**config.mk**
```make
export PLATFORM = sky130hd
export DESIGN_NAME = hazard_fwd_ctrl
export DESIGN_NICKNAME = d
export VERILOG_FILES = /design/src/rtl/hazard_fwd_ctrl.sv
export SDC_FILE = /design/constraint.sdc
export NUM_CORES = 1
export LEC_CHECK = 0
export BUFFER_PORTS_ARGS = -buffer_cell sky130_fd_sc_hd__buf_2
export CAP_MARGIN = 30
export CORE_MARGIN = 1.5
export CORE_UTILIZATION = 42
export DETAILED_ROUTE_END_ITERATION = 8
export PLACE_DENSITY = 0.82
export SYNTH_ARGS = -nofsm -noshare
export SYNTH_HDL_FRONTEND = slang
export SYNTH_SLANG_ARGS = --single-unit
```
**constraint.sdc**
```tcl
create_clock -name clk -period 1.5 [get_ports clk]
set_input_delay 0.225 -clock clk [delete_from_list [all_inputs] [get_ports clk]]
set_output_delay 0.225 -clock clk [all_outputs]
set_load 0.05 [all_outputs]
```
**src/rtl/hazard_fwd_ctrl.sv**
```systemverilog
// Hazard detection and operand-forwarding control for a 5-stage pipeline.
// Tracks EX/MEM/WB producers and decides the forwarding selects, load-use stalls and branch flushes.
module hazard_fwd_ctrl #(
  parameter int REGW = 5
) (
  input  logic            clk,
  input  logic            rst_n,
  input  logic            id_valid,
  input  logic [REGW-1:0] id_rs,
  input  logic [REGW-1:0] id_rt,
  input  logic [REGW-1:0] id_rd,
  input  logic [2:0]      id_op_cat,
  input  logic            id_use_rs,
  input  logic            id_use_rt,
  input  logic            id_use_imm,
  input  logic            id_wr,
  input  logic            ex_branch,
  output logic [1:0]      sels,
  output logic [1:0]      selt,
  output logic [1:0]      seld,
  output logic            stall,
  output logic            flush,
  output logic            ex_v,
  output logic            mem_v,
  output logic            wb_v
);

  localparam logic [2:0] CAT_BR1 = 3'd1, CAT_BR2 = 3'd2, CAT_LD = 3'd3, CAT_ST = 3'd4;

  typedef struct packed {
    logic            v;
    logic [REGW-1:0] dst;
    logic            wr;
  } slot_t;

  slot_t ex_q, mem_q, id_rec;
  logic  ex_ld, ex_br, wb_q;

  // The EX producer is youngest; a load in EX cannot forward yet, so fall back to MEM.
  function automatic logic [1:0] fwd_sel(input logic [REGW-1:0] x, input slot_t ex,
                                         input logic ex_is_ld, input slot_t mem);
    logic hit_ex, hit_mem;
    hit_ex  = ex.v & ex.wr & (ex.dst == x);
    hit_mem = mem.v & mem.wr & (mem.dst == x);
    if (hit_ex && !ex_is_ld) return 2'd3;
    else if (hit_mem)        return 2'd2;
    else                     return 2'd1;
  endfunction

  logic       is_st, rt_used, ld_hit, adv;
  logic [1:0] n_sels, n_selt, n_seld;

  always_comb begin
    is_st   = (id_op_cat == CAT_ST);
    rt_used = id_use_rt | is_st;
    ld_hit  = ex_q.v & ex_ld & ex_q.wr &
              ((id_use_rs & (ex_q.dst == id_rs)) | (rt_used & (ex_q.dst == id_rt)));
    flush   = rst_n & ex_branch & ex_q.v & ex_br;
    stall   = rst_n & id_valid & ld_hit & ~flush;
    adv     = id_valid & ~stall & ~flush;

    id_rec.v   = 1'b1;
    id_rec.dst = id_rd;
    id_rec.wr  = id_wr & (id_rd != '0);

    n_sels = id_use_rs  ? fwd_sel(id_rs, ex_q, ex_ld, mem_q) : 2'd0;
    n_selt = id_use_imm ? 2'd0 : fwd_sel(id_rt, ex_q, ex_ld, mem_q);
    n_seld = is_st      ? fwd_sel(id_rt, ex_q, ex_ld, mem_q) : 2'd1;
  end

  always_ff @(posedge clk) begin
    if (!rst_n) begin
      ex_q  <= '0;
      ex_ld <= 1'b0;
      ex_br <= 1'b0;
      mem_q <= '0;
      wb_q  <= 1'b0;
      sels  <= 2'd0;
      selt  <= 2'd0;
      seld  <= 2'd1;
    end else begin
      wb_q  <= mem_q.v;
      mem_q <= ex_q;
      if (adv) begin
        ex_q  <= id_rec;
        ex_ld <= (id_op_cat == CAT_LD);
        ex_br <= (id_op_cat == CAT_BR1) || (id_op_cat == CAT_BR2);
        sels  <= n_sels;
        selt  <= n_selt;
        seld  <= n_seld;
      end else begin
        ex_q  <= '0;
        ex_ld <= 1'b0;
        ex_br <= 1'b0;
        sels  <= 2'd0;
        selt  <= 2'd0;
        seld  <= 2'd1;
      end
    end
  end

  assign ex_v  = ex_q.v;
  assign mem_v = mem_q.v;
  assign wb_v  = wb_q;

endmodule

```
# Word-level counts from Yosys, hierarchy flattened
# Index checks and enable logic that the tools add are counted.
[op_classes]
mux = 5
n_reduce_logical = 9
bitwise_logic = 26
n_eq_ne = 8
[ops]
columns = ["operator", "n"]
rows = [
  ["1-bit bitwise AND", 20],
  ["5-bit == test", 4],
  ["2-bit 2-to-1 mux", 4],
  ["7-bit 2-to-1 mux", 1],
  ["3-bit by 2-bit == test with 1-bit output (second input constant)", 2],
  ["3-bit AND reduction", 2],
  ["5-bit nonzero test", 1],
  ["1-bit NOT", 4],
  ["3-bit by 1-bit == test with 1-bit output (second input constant)", 1],
  ["3-bit == test (second input constant)", 1],
  ["3-bit OR reduction", 1],
  ["1-bit logical AND", 2],
  ["1-bit OR", 2],
  ["2-bit AND reduction", 1],
  ["1-bit zero test", 1],
  ["1-bit logical OR", 1],
]
[word_totals]
inputBits = 26
reg_bits = 23
word_cells = 60
out_inout_bits = 11

# Depth between registers and ports, before layout
[logic_depth]
depth_word = 12
depth_mapped = 6
ltp_nobuf = 5

# Least setup slack after synthesis
# Ideal clock, no wire load.
[synth_path]
kind = "register to output"
start = "register ex_q[5] (netlist name)"
end = "output port stall"
required_ns = 1.275
setup_slack_ns = -0.484
arrival_time_ns = 1.759
path_buffers = 0
path_stages_with_launch = 6
cell_sequence = "dfxtp_1 -> xnor2_1 -> nand3_1 -> or3_1 -> a21o_1 -> nor2_1"
[synth_between]
elab_chain_cells = 6
word_cells_on_any_way = 8
cone_classes = "eq/ne: 2; bitwise: 6"
[synth_lines]
columns = ["element", "line_no", "source"]
rows = [
  ["start: declaration", "36", "slot_t ex_q, mem_q, id_rec;"],
  ["start signal: assignment", "85", "ex_q <= id_rec;"],
  ["5-bit == test", "57", "((id_use_rs & (ex_q.dst == id_rs)) | (rt_used & (ex_q.dst == id_rt)));"],
  ["1-bit bitwise AND", "57", ""],
  ["1-bit OR *", "57", ""],
  ["1-bit bitwise AND *", "56", "ld_hit = ex_q.v & ex_ld & ex_q.wr &"],
  ["1-bit bitwise AND * (2 in a row)", "59", "stall = rst_n & id_valid & ld_hit & ~flush;"],
  ["end: declaration", "21", "output logic stall,"],
]
# Every way passes the cells marked *; elsewhere a longest branch is shown, timed or not.

# Worst setup path in the final report
[layout_path]
start = "register ex_q[4] (netlist name)"
end = "output port stall"
# Same word-level chain as after synthesis.

==> results.ini <==
[worst_hold_path]
worstHoldPathCells=2
hold_path.class=input pin to register

[clocking]
numCtsBuffers=3
cts_root_buf=clkbuf_4
clk_transition_reported_paths_ns=0.13
cts_tree=yes
holdBufCountCts=0
clk_latency_ns=0.31
h-tree-depth=1
cts_sinks=23
post_cts_buffers=0
clk_path_buf_depth=2

[worst_setup_path]
worstRegToRegCells=6
cp_cell_sequence=xnor2_2, nand3_2, or3_4, a21o_1, nor2_4, buf_8
cp-start-kind=register
critical_path.top_delay_family=simple AND/OR/NAND/NOR gates
worst-path-stages=6
worst_setup_path_end_kind=output pin
worstPathRequired_ns=1.27
crit_buf_inv=1
cp.arrival_ns=1.73
cp_slowest_stage_delay_ns=0.38
critPathKind=register to output pin
critPathMaxFanout=3
crit_path_top_delay_cell=dfxtp_4

[route]
drcViolationCount=0
dr_total_vias=875
wirelength_um=2270
vias_per_cell=4.78
drtIter0Drc=11
dr.pass1.iters=4
antenna_left=0
wl_per_cell_um=12.4

[sta]
slew_headroom_pct=83.2
period_share_pct=130
hold_viol_final=0
period_needed_ns=1.95
slew_viol_final=0
finalSetupTns_ns=-0.746
skew_ns=0.0107
setup-violations-final=13
setup_ws_ns=-0.454
rsz0062_at_grt=yes
hold_ws_ns=0.0839
worst_slew_pin_slew_ns=0.254
fmax_mhz=512

[yosys]
synth_top_family_by_area=simple AND/OR/NAND/NOR gates
syn_avg_cell_area_um2=9.96
synth_compound_area_share_pct=6.22
syn_area_um2=986
yosys.area_share.adder_pct=0
yosys_warnings=0
synth_seq_cells=23
synth_cells=99
synthesis.nets=125
synth.area.mux_share_pct=0
synth-xor-area-share_pct=18.7
synth_cell_types=25
synthSimpleGateAreaFrac_pct=26.9
synth-seq-area-share_pct=46.7

[die]
die_x_um=51.5
die_area_um2=2650
start_util_pct=44.6
die_y_um=51.5
fp-row-count=17
pin_count=37
core_um2=2210

[placement]
numPortBuffers=36
gp_congestion=0.758

[power_and_ir_drop]
power_density_nw_per_um2=787
cellLeakagePower_uw=0.000669
power_frac_seq_pct=57.0
p_int_uw=835
clock_power_share_pct=25.0
swShare_pct=26.1
p_switching_uw=294
peakVddDrop_v=0.000759
p_comb_share_pct=18.0

[global_routing]
grt_usage_pct=18.5
antenna_found_initial=0
grt_pass1_wl_um=3570
grt_overflow_total=0
grt_max_degree=14
first_global_vias=863

[outcome]
violations=negative setup slack
status=complete, but fails checks

[finish]
final_nets=182
area_delta_synth_final_pct=45.4
layout_common_cells=buf_2 (34), dfxtp_1 (17), buf_4 (17), and2_1 (13), xnor2_1 (10)
layout_commonest_cell=buf_2
n_antenna_cell=0
drive_gt1_share_pct=49.0
fin_util_pct=64.8

[flow_run]
drv_cap=0

[routing by layer]
metal	up-vias	track usage (%)	routed length, um
met5	-	0	0
met4	0	6.14	31
met3	4	4.09	93
met2	24	33.5	1210
met1	398	21.2	929
li1	449	-	-
[area by class of cell]
class	instances	area, um2
Fill cell	182	778
Multi-Input combinational cell	74	577
Sequential cell	23	470
Timing Repair Buffer	53	320
Tap cell	28	35.0
Clock buffer	3	22.5
Clock inverter	1	5.00
Inverter	1	3.75
[cells by family (layout without fill, tap and decap cells)]
family / after synthesis / count (layout)
xor+xnor: 21 / 21
simple gates: 45 / 45
flops: 23 / 23
buf+inv: 2 / 58
compound gates: 8 / 8
[sequential cells by signal (all words and copies together) (netlist names), 2 cells and up]
register  cells
mem_q         6
selt          2
ex_q          6
seld          2
sels          2
[through the flow]
step | cells | setup WS [ns] | total power, uW | cell area [um2]
finish | 183 | -0.454 | 1130 | 1430
global route | 183 | -0.527 | 1180 | 1430
CTS | 183 | -0.497 | 1120 | 1380
detailed placement | 179 | -0.315 | 842 | 1330
global placement | 179 | -0.280 | 836 | 1330
floorplan | 99 | -0.0701 | 745 | 1000
[Yosys cell counts, drive strengths merged]
cell type / number / share of area, %
a21o: 1 / 0.76
a31oi: 1 / 0.63
and2: 13 / 8.2
and3: 4 / 2.5
and4b: 1 / 1.0
buf: 1 / 1.1
dfxtp: 23 / 47
inv: 1 / 0.38
nand2: 3 / 1.1
nand3: 5 / 2.5
nand3b: 1 / 0.76
nand4: 2 / 1.3
nand4bb: 1 / 1.1
nor2: 7 / 2.7
nor3: 2 / 1.0
nor3b: 2 / 2.0
o211a: 2 / 2.0
o21a: 1 / 0.76
o21ai: 2 / 1.0
o311a: 1 / 1.0
or2: 1 / 0.63
or3: 3 / 1.9
xnor2: 14 / 12
xor2: 7 / 6.2
[path summary, 6_finish.rpt]
kind	startpoint	end	slack, ns
worst min register to register	ex_q[0]	mem_q[0]	0.50
worst min-delay path	id_op_cat[2]	ex_br	0.08
worst max register to register	ex_q[3]	ex_ld	-0.05
worst max-delay path	ex_q[4]	stall	-0.45
[power groups by stage]
stage,registers (uW),logic (uW),clock network (uW)
detailed placement,657,186,0
CTS,643,189,283
global route,646,220,319
floorplan,674,70.5,0
global placement,656,180,0
finish,643,203,283
[what timing repair did]
item	in CTS	in global routing
setup endpoints to repair	15	16
gates resized for setup	4	11
pin swaps	1	4
[worst reg2reg max path, stage by stage, from the launching register on]
cell and delay (ns):
dfxtp_2 0.38, xor2_1 0.23, nor3_2 0.09, buf_4 0.14, a31oi_1 0.18, o21a_2 0.28, and4b_1 0.21
(Power assumes the default switching activity.)
